<file path="src/rtl/pc_gen_pkg.sv">
// -----------------------------------------------------------------------------
// pc_gen_pkg
// Shared types and constants for the program-counter generator.
//   pc_state_e      : BOOT / RUN / HALT fetch states
//   INC_STD/INC_RVC : sequential increments for 32-bit and 16-bit instructions
//   tgt_misaligned  : alignment check on a redirect target's low bits
// Configuration macro: PC_GEN_RVC_EN (compressed-instruction support).
// -----------------------------------------------------------------------------
package pc_gen_pkg;

   typedef enum logic [1:0] {
      BOOT = 2'd0,
      RUN  = 2'd1,
      HALT = 2'd2
   } pc_state_e;

   localparam int unsigned INC_STD    = 4;
   localparam int unsigned INC_RVC    = 2;
   localparam int unsigned BOOT_CNT_W = 4;

   // With compressed instructions a target only has to be halfword aligned;
   // without them it must be word aligned.
   function automatic logic tgt_misaligned(input logic [1:0] lsb);
`ifdef PC_GEN_RVC_EN
      logic unused_lsb1;
      unused_lsb1 = lsb[1];
      return lsb[0];
`else
      return |lsb;
`endif
   endfunction

endpackage

</file>
<file path="src/rtl/pc_gen_fsm.sv">
// -----------------------------------------------------------------------------
// pc_gen_fsm
// Fetch control state machine: holds the BOOT/RUN/HALT state and the boot
// delay counter. fetch_valid is registered and is high exactly in RUN.
// Ports:
//   clk         in   clock, rising edge
//   rst         in   asynchronous reset, active low
//   halt_req    in   pulse: leave RUN for HALT
//   resume      in   pulse: leave HALT for RUN (wins over halt_req)
//   state       out  current state
//   fetch_valid out  registered, high only in RUN
// -----------------------------------------------------------------------------
module pc_gen_fsm
   import pc_gen_pkg::*;
#(
   parameter int unsigned BOOT_CYCLES = 4
) (
   input  logic      clk,
   input  logic      rst,
   input  logic      halt_req,
   input  logic      resume,
   output pc_state_e state,
   output logic      fetch_valid
);

   localparam logic [BOOT_CNT_W-1:0] BOOT_LAST = BOOT_CNT_W'(BOOT_CYCLES);

   logic [BOOT_CNT_W-1:0] boot_cnt;

   // The counter has already counted BOOT_CYCLES idle edges when it equals
   // BOOT_LAST, so the following edge enters RUN; with zero boot cycles the
   // very first edge does.
   always_ff @(posedge clk or negedge rst) begin
      if (!rst) begin
         state       <= BOOT;
         boot_cnt    <= '0;
         fetch_valid <= 1'b0;
      end else begin
         case (state)
            BOOT: begin
               if (boot_cnt == BOOT_LAST) begin
                  state       <= RUN;
                  fetch_valid <= 1'b1;
               end else begin
                  boot_cnt <= boot_cnt + 4'd1;
               end
            end
            RUN: begin
               if (halt_req) begin
                  state       <= HALT;
                  fetch_valid <= 1'b0;
               end
            end
            HALT: begin
               // resume takes precedence over a coincident halt_req
               if (resume) begin
                  state       <= RUN;
                  fetch_valid <= 1'b1;
               end
            end
            default: begin
               state       <= BOOT;
               boot_cnt    <= '0;
               fetch_valid <= 1'b0;
            end
         endcase
      end
   end

endmodule

</file>
<file path="src/rtl/pc_gen.sv">
// -----------------------------------------------------------------------------
// pc_gen
// Program-counter generator. Holds the fetch PC, selects between trap vector,
// redirect target and sequential advance, and flags misaligned redirects.
// Configuration macro: PC_GEN_RVC_EN -- when defined, the increment is 2 for
// compressed instructions and redirect targets need only halfword alignment.
// Ports:
//   clk          in   clock, rising edge
//   rst          in   asynchronous reset, active low
//   fetch_ready  in   instruction memory accepts pc
//   redirect     in   branch/jump taken
//   redirect_tgt in   redirect target address
//   trap         in   exception/interrupt request (highest priority)
//   halt_req     in   pulse: halt fetching
//   resume       in   pulse: resume fetching
//   inst_is_rvc  in   current instruction is 16-bit (RVC builds only)
//   pc           out  registered fetch address
//   pc_seq       out  pc + increment, combinational, wraps modulo 2^XLEN
//   fetch_valid  out  pc is a valid fetch request
//   misalign_err out  one-cycle pulse after a misaligned redirect
// -----------------------------------------------------------------------------
module pc_gen
   import pc_gen_pkg::*;
#(
   parameter int unsigned     XLEN        = 32,
   parameter logic [XLEN-1:0] RESET_VEC   = XLEN'(32'h0000_0000),
   parameter logic [XLEN-1:0] TRAP_VEC    = XLEN'(32'h0000_0100),
   parameter int unsigned     BOOT_CYCLES = 4
) (
   input  logic            clk,
   input  logic            rst,
   input  logic            fetch_ready,
   input  logic            redirect,
   input  logic [XLEN-1:0] redirect_tgt,
   input  logic            trap,
   input  logic            halt_req,
   input  logic            resume,
   input  logic            inst_is_rvc,
   output logic [XLEN-1:0] pc,
   output logic [XLEN-1:0] pc_seq,
   output logic            fetch_valid,
   output logic            misalign_err
);

   pc_state_e       state;
   logic [XLEN-1:0] inc;
   logic            tgt_bad;

   pc_gen_fsm #(
      .BOOT_CYCLES (BOOT_CYCLES)
   ) u_fsm (
      .clk         (clk),
      .rst         (rst),
      .halt_req    (halt_req),
      .resume      (resume),
      .state       (state),
      .fetch_valid (fetch_valid)
   );

`ifdef PC_GEN_RVC_EN
   always_comb begin
      inc = inst_is_rvc ? XLEN'(INC_RVC) : XLEN'(INC_STD);
   end
`else
   logic unused_rvc;
   assign unused_rvc = inst_is_rvc;
   always_comb begin
      inc = XLEN'(INC_STD);
   end
`endif

   // XLEN-wide add discards the carry, giving the modulo-2^XLEN wrap.
   assign pc_seq  = pc + inc;
   assign tgt_bad = tgt_misaligned(redirect_tgt[1:0]);

   // PC update: trap, then redirect, then sequential advance. Everything is
   // ignored in BOOT so pc stays at RESET_VEC until fetching starts. Trap and
   // redirect still act in HALT; advance needs fetch_valid, i.e. RUN.
   always_ff @(posedge clk or negedge rst) begin
      if (!rst) begin
         pc           <= RESET_VEC;
         misalign_err <= 1'b0;
      end else begin
         misalign_err <= 1'b0;
         if (state != BOOT) begin
            if (trap) begin
               pc <= TRAP_VEC;
            end else if (redirect) begin
               if (tgt_bad) begin
                  pc           <= TRAP_VEC;
                  misalign_err <= 1'b1;
               end else begin
                  pc <= redirect_tgt;
               end
            end else if (fetch_valid && fetch_ready) begin
               pc <= pc_seq;
            end
         end
      end
   end

endmodule
</file>
<file path="config.mk">
export PLATFORM = sky130hd
export DESIGN_NAME = pc_gen
export DESIGN_NICKNAME = d
export VERILOG_FILES = /design/src/rtl/pc_gen_pkg.sv /design/src/rtl/pc_gen_fsm.sv /design/src/rtl/pc_gen.sv
export SDC_FILE = /design/constraint.sdc
export NUM_CORES = 1
export LEC_CHECK = 0
export ABC_AREA = 0
export CAP_MARGIN = 40
export CORE_ASPECT_RATIO = 0.5
export CORE_UTILIZATION = 35
export DETAILED_ROUTE_END_ITERATION = 10
export GPL_ROUTABILITY_DRIVEN = 0
export PLACE_DENSITY = 0.65
export SYNTH_ARGS = -nofsm -noshare
export SYNTH_HDL_FRONTEND = slang
export SYNTH_HIERARCHICAL = 1
export SYNTH_SLANG_ARGS = --single-unit
</file>
<file path="constraint.sdc">
create_clock -name clk -period 2.89 [get_ports clk]
set_input_delay 0.867 -clock clk [delete_from_list [all_inputs] [get_ports clk]]
set_output_delay 0.867 -clock clk [all_outputs]
set_load 0.05 [all_outputs]
</file>
After elaboration in Yosys (flattened, before gate mapping). Cells that the tools add are included.

Eq/ne operators: 7. Mux-type cells: 18. Add/subtract/negate cells: 2. Bitwise logic cells: 1. Reduce and logical (&&, ||, !) cells: 9.

Operator list (count): $mux W32 (4); $add A32 B3 Y32 const B (1); $pmux W4 S2 (1); $mux W1 (7); $mux W2 (3); $ne A2 B2 Y1 const B (3); $pmux W2 S3 (1); $add A4 B1 Y4 const B (1); $eq A4 B3 Y1 const B (1); $mux W4 (1); $reduce_and A2 Y1 (2); $reduce_or A2 Y1 (2); $pmux W1 S3 (1); $reduce_and A3 Y1 (1); $reduce_bool A3 Y1 (1); $eq A2 B1 Y1 const B (1); $eq A2 B2 Y1 const B (1); $logic_not A2 Y1 (1); $ne A2 B1 Y1 const B (1); $reduce_bool A2 Y1 (1); $logic_and A1 B1 Y1 (1); $not A1 Y1 (1).

Output and inout port bits: 66. Word-level logic and storage cells: 42. Register bits: 40. Input bits: 40.

Depth between registers and ports, before layout.
Word-level depth: 5. Gate-level depth with buffers: 7. Mapped depth without buffers: 6.

Modules after synthesis. The synthesis kept the hierarchy.

By module, submodules not included: pc_gen (area each 2452.4 µm², cells an instance 296, sequential area each 825.8 µm², times used 1); pc_gen_fsm (area each 474.2 µm², cells an instance 43, sequential area each 175.2 µm², times used 1).

Worst setup path after synthesis. Ideal clock, no wire load.

Path type: reg2out. From: register pc[2]. To: output port pc_seq[28]. Path buffers: 0. Required time: 2.023 ns. Arrival: 2.614 ns. Setup slack: -0.591 ns. Cell stages (with the launch flop): 7. Cell sequence: dfrtp_1 > ha_1 > nand4_2 > nor4_2 > and2_1 > nand2_1 > xnor2_1.

Longest elaborated chain between the ends: 1.

RTL lines: from (decl) (line pc_gen.sv:39) `output logic [XLEN-1:0] pc,`; from (signal assigned) (line pc_gen.sv:93) `pc <= redirect_tgt;`; from (signal assigned) (line pc_gen.sv:96) `pc <= pc_seq;`; $add A32 B3 Y32 (line pc_gen.sv:73) `assign pc_seq = pc + inc;`; to (decl) (line pc_gen.sv:40) `output logic [XLEN-1:0] pc_seq,`.

Every way passes these cells.

Worst setup path after layout.
From: register pc[14]. To: output port pc_seq[22].

The elaborated chain is that of the path after synthesis.

==> reports/results.txt <==
Outcome: finished with violations
Failing checks: setup timing
PnR worst setup slack: -0.00200 ns
Clk root buf: clkbuf_16
First-pass GRT wire length: 16.4 mm
FF-to-FF path depth: 7
Share of synthesized area occupied by flip-flops and latches: 34.2%
Internal Pwr Total: 2.24 mW
Crit Path Class: reg -> out
Clock tree sinks: 40
Synth Area in Adders: 2.99%
Hold/Removal Path Class: reg -> reg
Horiz. Die Dim: 131 um
Combinational share of power: 62.3%
Switching pwr: 2.06 mW
Number of search-and-repair iterations in the first detailed-routing pass: 5
Clock transition at path regs: 0.07 ns
Layout net count: 532
Number of filler cells placed in the layout: 627
Core box area: 8060 um2
Worst Setup End Kind: output port
Number of standard cells after synthesis: 339
Synthesized flop and latch total: 40
DP Wirelength: 7.32 mm
Maximum fanout count along the critical path: 7
Clock buffers created by TritonCTS: 5
# port buffers: 104
Reg power frac: 22.3%
Unrepaired setup endpoints after global routing: yes
Area Growth Syn to Fin: 79.3%
Clk pwr share: 15.4%
Fin Hold WS: 0.521 ns
Share of layout cells above drive strength 1: 33.7%
Yosys warnings: 6
Finished Core Util: 65.1%
Lkg Pwr: 2.33 nW
Antenna diode count: 0
Max clock buf depth: 2
Number of ports placed on the die boundary: 106
Most area-hungry cell type in the Yosys netlist: dfrtp_1
Sum of overflow across all layers after global routing: 0
Routed length per placed instance: 17.8 um
Net count after synthesis: 386
Worst supply voltage drop on vdd: 0.000757 V
Startpoint class of the critical path: flop
Worst setup slack for register-to-register paths: 0.88 ns
Die Height: 66.7 um
Data arrival time of the critical path: 2.02 ns
H-tree depth: 2
Remaining antenna violation count: 0
Initial cell density of the core: 36.3%
Hold Path Sink: pc[1]
Timing-limited maximum frequency: 346 MHz
Syn Std Cell Area: 2930 um2
Top cells by area, synth: dfrtp_1, xnor2_1, o21ai_0
Final critical-path required period: 2.89 ns
Share of the synthesized area in the top cell type: 34.2%
Main combinational cell family by area after synthesis: simple AND/OR/NAND/NOR gates
Count of hold buffers inserted by post-cts repair: 0
Launch instance of the worst min-delay path: pc[1]
Measured slew at the worst slew-check pin: 0.565 ns
Worst flop-to-flop path endpoint: pc[26]
Number of placement rows: 23
Antenna violations before repair: 0
Fraction of the cycle the final worst path needs: 100%
Die area: 8750 um2
Maximum number of pins on one net before global-route repair: 41
Final number of hold-violating endpoints: 0
DRC marker count from the first detailed-route iteration: 230
Max-capacitance violation count: 0
Finish-stage setup viols: 1
Number of synthesized flops with an enable pin: 0
Total wire length after detailed routing: 10.6 mm
Post-synthesis compound-gate area fraction: 22.6%
Dominant register cell in the synthesized netlist: dfrtp_1
Insertion delay to the later sink of the worst-skew pair: 0.29 ns
Fraction of power spent switching nets: 47.9%
Global Route Usage Sum: 24.2%
Mean instance size in the synthesized netlist: 8.63 um2
Worst r2r src: pc[2]
Number of global-route vias before repair: 3219
Endpoint required time on the critical path: 2.02 ns
Via-to-Cell Ratio: 5.48
Synthesized-area fraction occupied by and/or/nand/nor cells: 25.2%
Power density over the cells: 818 nW/um2
Vias after detailed routing: 3276
Mux share of post-synthesis cell area: 1.58%
Layout Skew: 0.00426 ns
Post-Route Setup TNS: -0.00200 ns
Max transition margin: 62.2%
Distinct cell type count of the synthesized netlist: 58
CTS tree: yes
Remaining routing DRC violations: 0
Parity-gate share of the synthesized area counting xor and xnor cells: 8.38%
Fraction of registers with async set or reset after synthesis: 100%
Max-slew violations: 0
Number of cells on the worst hold path: 1
[kinds of logic (layout without fill, tap and decap cells)]
family,Yosys count,in the layout
simple gates,127,127
flops,40,40
buf+inv,34,181
fa+ha+maj,7,7
compound gates,99,99
mux,4,4
xor+xnor,28,28
[worst max-delay path, cell delays in order, from the launching register on]
cell,delay [ns]
dfrtp_2,0.46
nand3_2,0.20
nor4_4,0.33
buf_4,0.18
nand4_1,0.10
buf_6,0.16
xnor2_4,0.17
buf_12,0.15
[worst max-delay path by stage]
stage	from	to	slack, ns	cells past startpoint
2_1_floorplan	pc[16]	pc_seq[21]	-0.02	4
3_3_place_gp	pc[2]	pc_seq[22]	0.12	6
3_5_place_dp	pc[2]	pc_seq[22]	0.07	6
4_1_cts	pc[7]	pc_seq[31]	-0.02	6
5_1_grt	pc[14]	pc_seq[30]	-0.07	6
6_report	pc[14]	pc_seq[22]	-0.002	7
[sequential cells by signal, summed over array words and instances, names as in the netlist]
name and cells:
u_fsm/fetch_valid 1, u_fsm/boot_cnt 4, u_fsm/state 2, pc 32, misalign_err 1
[power groups by stage]
stage,sequential (mW),clock (mW),combinational (mW)
floorplan,1.33,0,1.20
global placement,0.973,0,2.45
detailed placement,0.992,0,2.50
CTS,0.943,0.665,2.66
global route,0.980,0.694,2.83
finish,0.958,0.660,2.68
[layout by cell type (no fill, tap or decap), types with 8 or more instances in the layout]
cell type | netlist | routed
dfrtp_2 | 0 | 18
o21ai_0 | 31 | 30
nor2_1 | 20 | 18
xnor2_4 | 0 | 9
inv_1 | 12 | 12
buf_4 | 3 | 57
dfrtp_1 | 40 | 22
nand3_1 | 18 | 16
nand4_1 | 10 | 10
buf_12 | 0 | 24
clkdlybuf4s50_1 | 0 | 75
nor3_1 | 8 | 8
nand2_1 | 33 | 28
a21oi_1 | 19 | 19
[repair_timing]
action	4_1_cts	5_1_grt
cloned	1	0
buffers inserted	25	7
gates resized for setup	8	22
endpoints found under the setup margin	14	19
pin swaps	8	10
[per-layer routing]
metal / global-route usage, % / up-vias / wire length, um
li1: - / 1545 / -
met1: 29.4 / 1583 / 4560
met2: 43.2 / 134 / 5180
met3: 6.47 / 14 / 756
met4: 5.96 / 0 / 130
met5: 0 / - / 0
[metrics by stage]
| stage | instances | area [um2] | setup WS, ns | power, mW |
|---|---|---|---|---|
| after detailed placement | 557 | 4710 | 0.0729 | 3.49 |
| after floorplan | 339 | 3230 | -0.0210 | 2.52 |
| final | 598 | 5250 | -0.00200 | 4.29 |
| after global placement | 557 | 4710 | 0.117 | 3.42 |
| after CTS | 591 | 5110 | -0.0213 | 4.27 |
| after global routing | 598 | 5250 | -0.0711 | 4.50 |
[synth_stat cells (all sizes together) (7+ instances only)]
cell type  instances
a21oi             19
inv               12
nor4               7
o21ai             33
buf                9
nand3             20
xnor2             19
nand2             33
nor2              20
ha                 7
dfrtp             40
nor3              11
xor2               9
nand4             13
clkbuf            13
[layout make-up]
| class | instances | area [um2] | area share [%] |
|---|---|---|---|
| Tap cell | 112 | 140 | 2.67 |
| Multi-Input combinational cell | 265 | 2160 | 41.2 |
| Clock inverter | 3 | 42.5 | 0.811 |
| Timing Repair Buffer | 161 | 1710 | 32.6 |
| Sequential cell | 40 | 1020 | 19.5 |
| Clock buffer | 5 | 125 | 2.38 |
| Inverter | 12 | 45.0 | 0.858 |
Power figures use the tool's default switching activity.
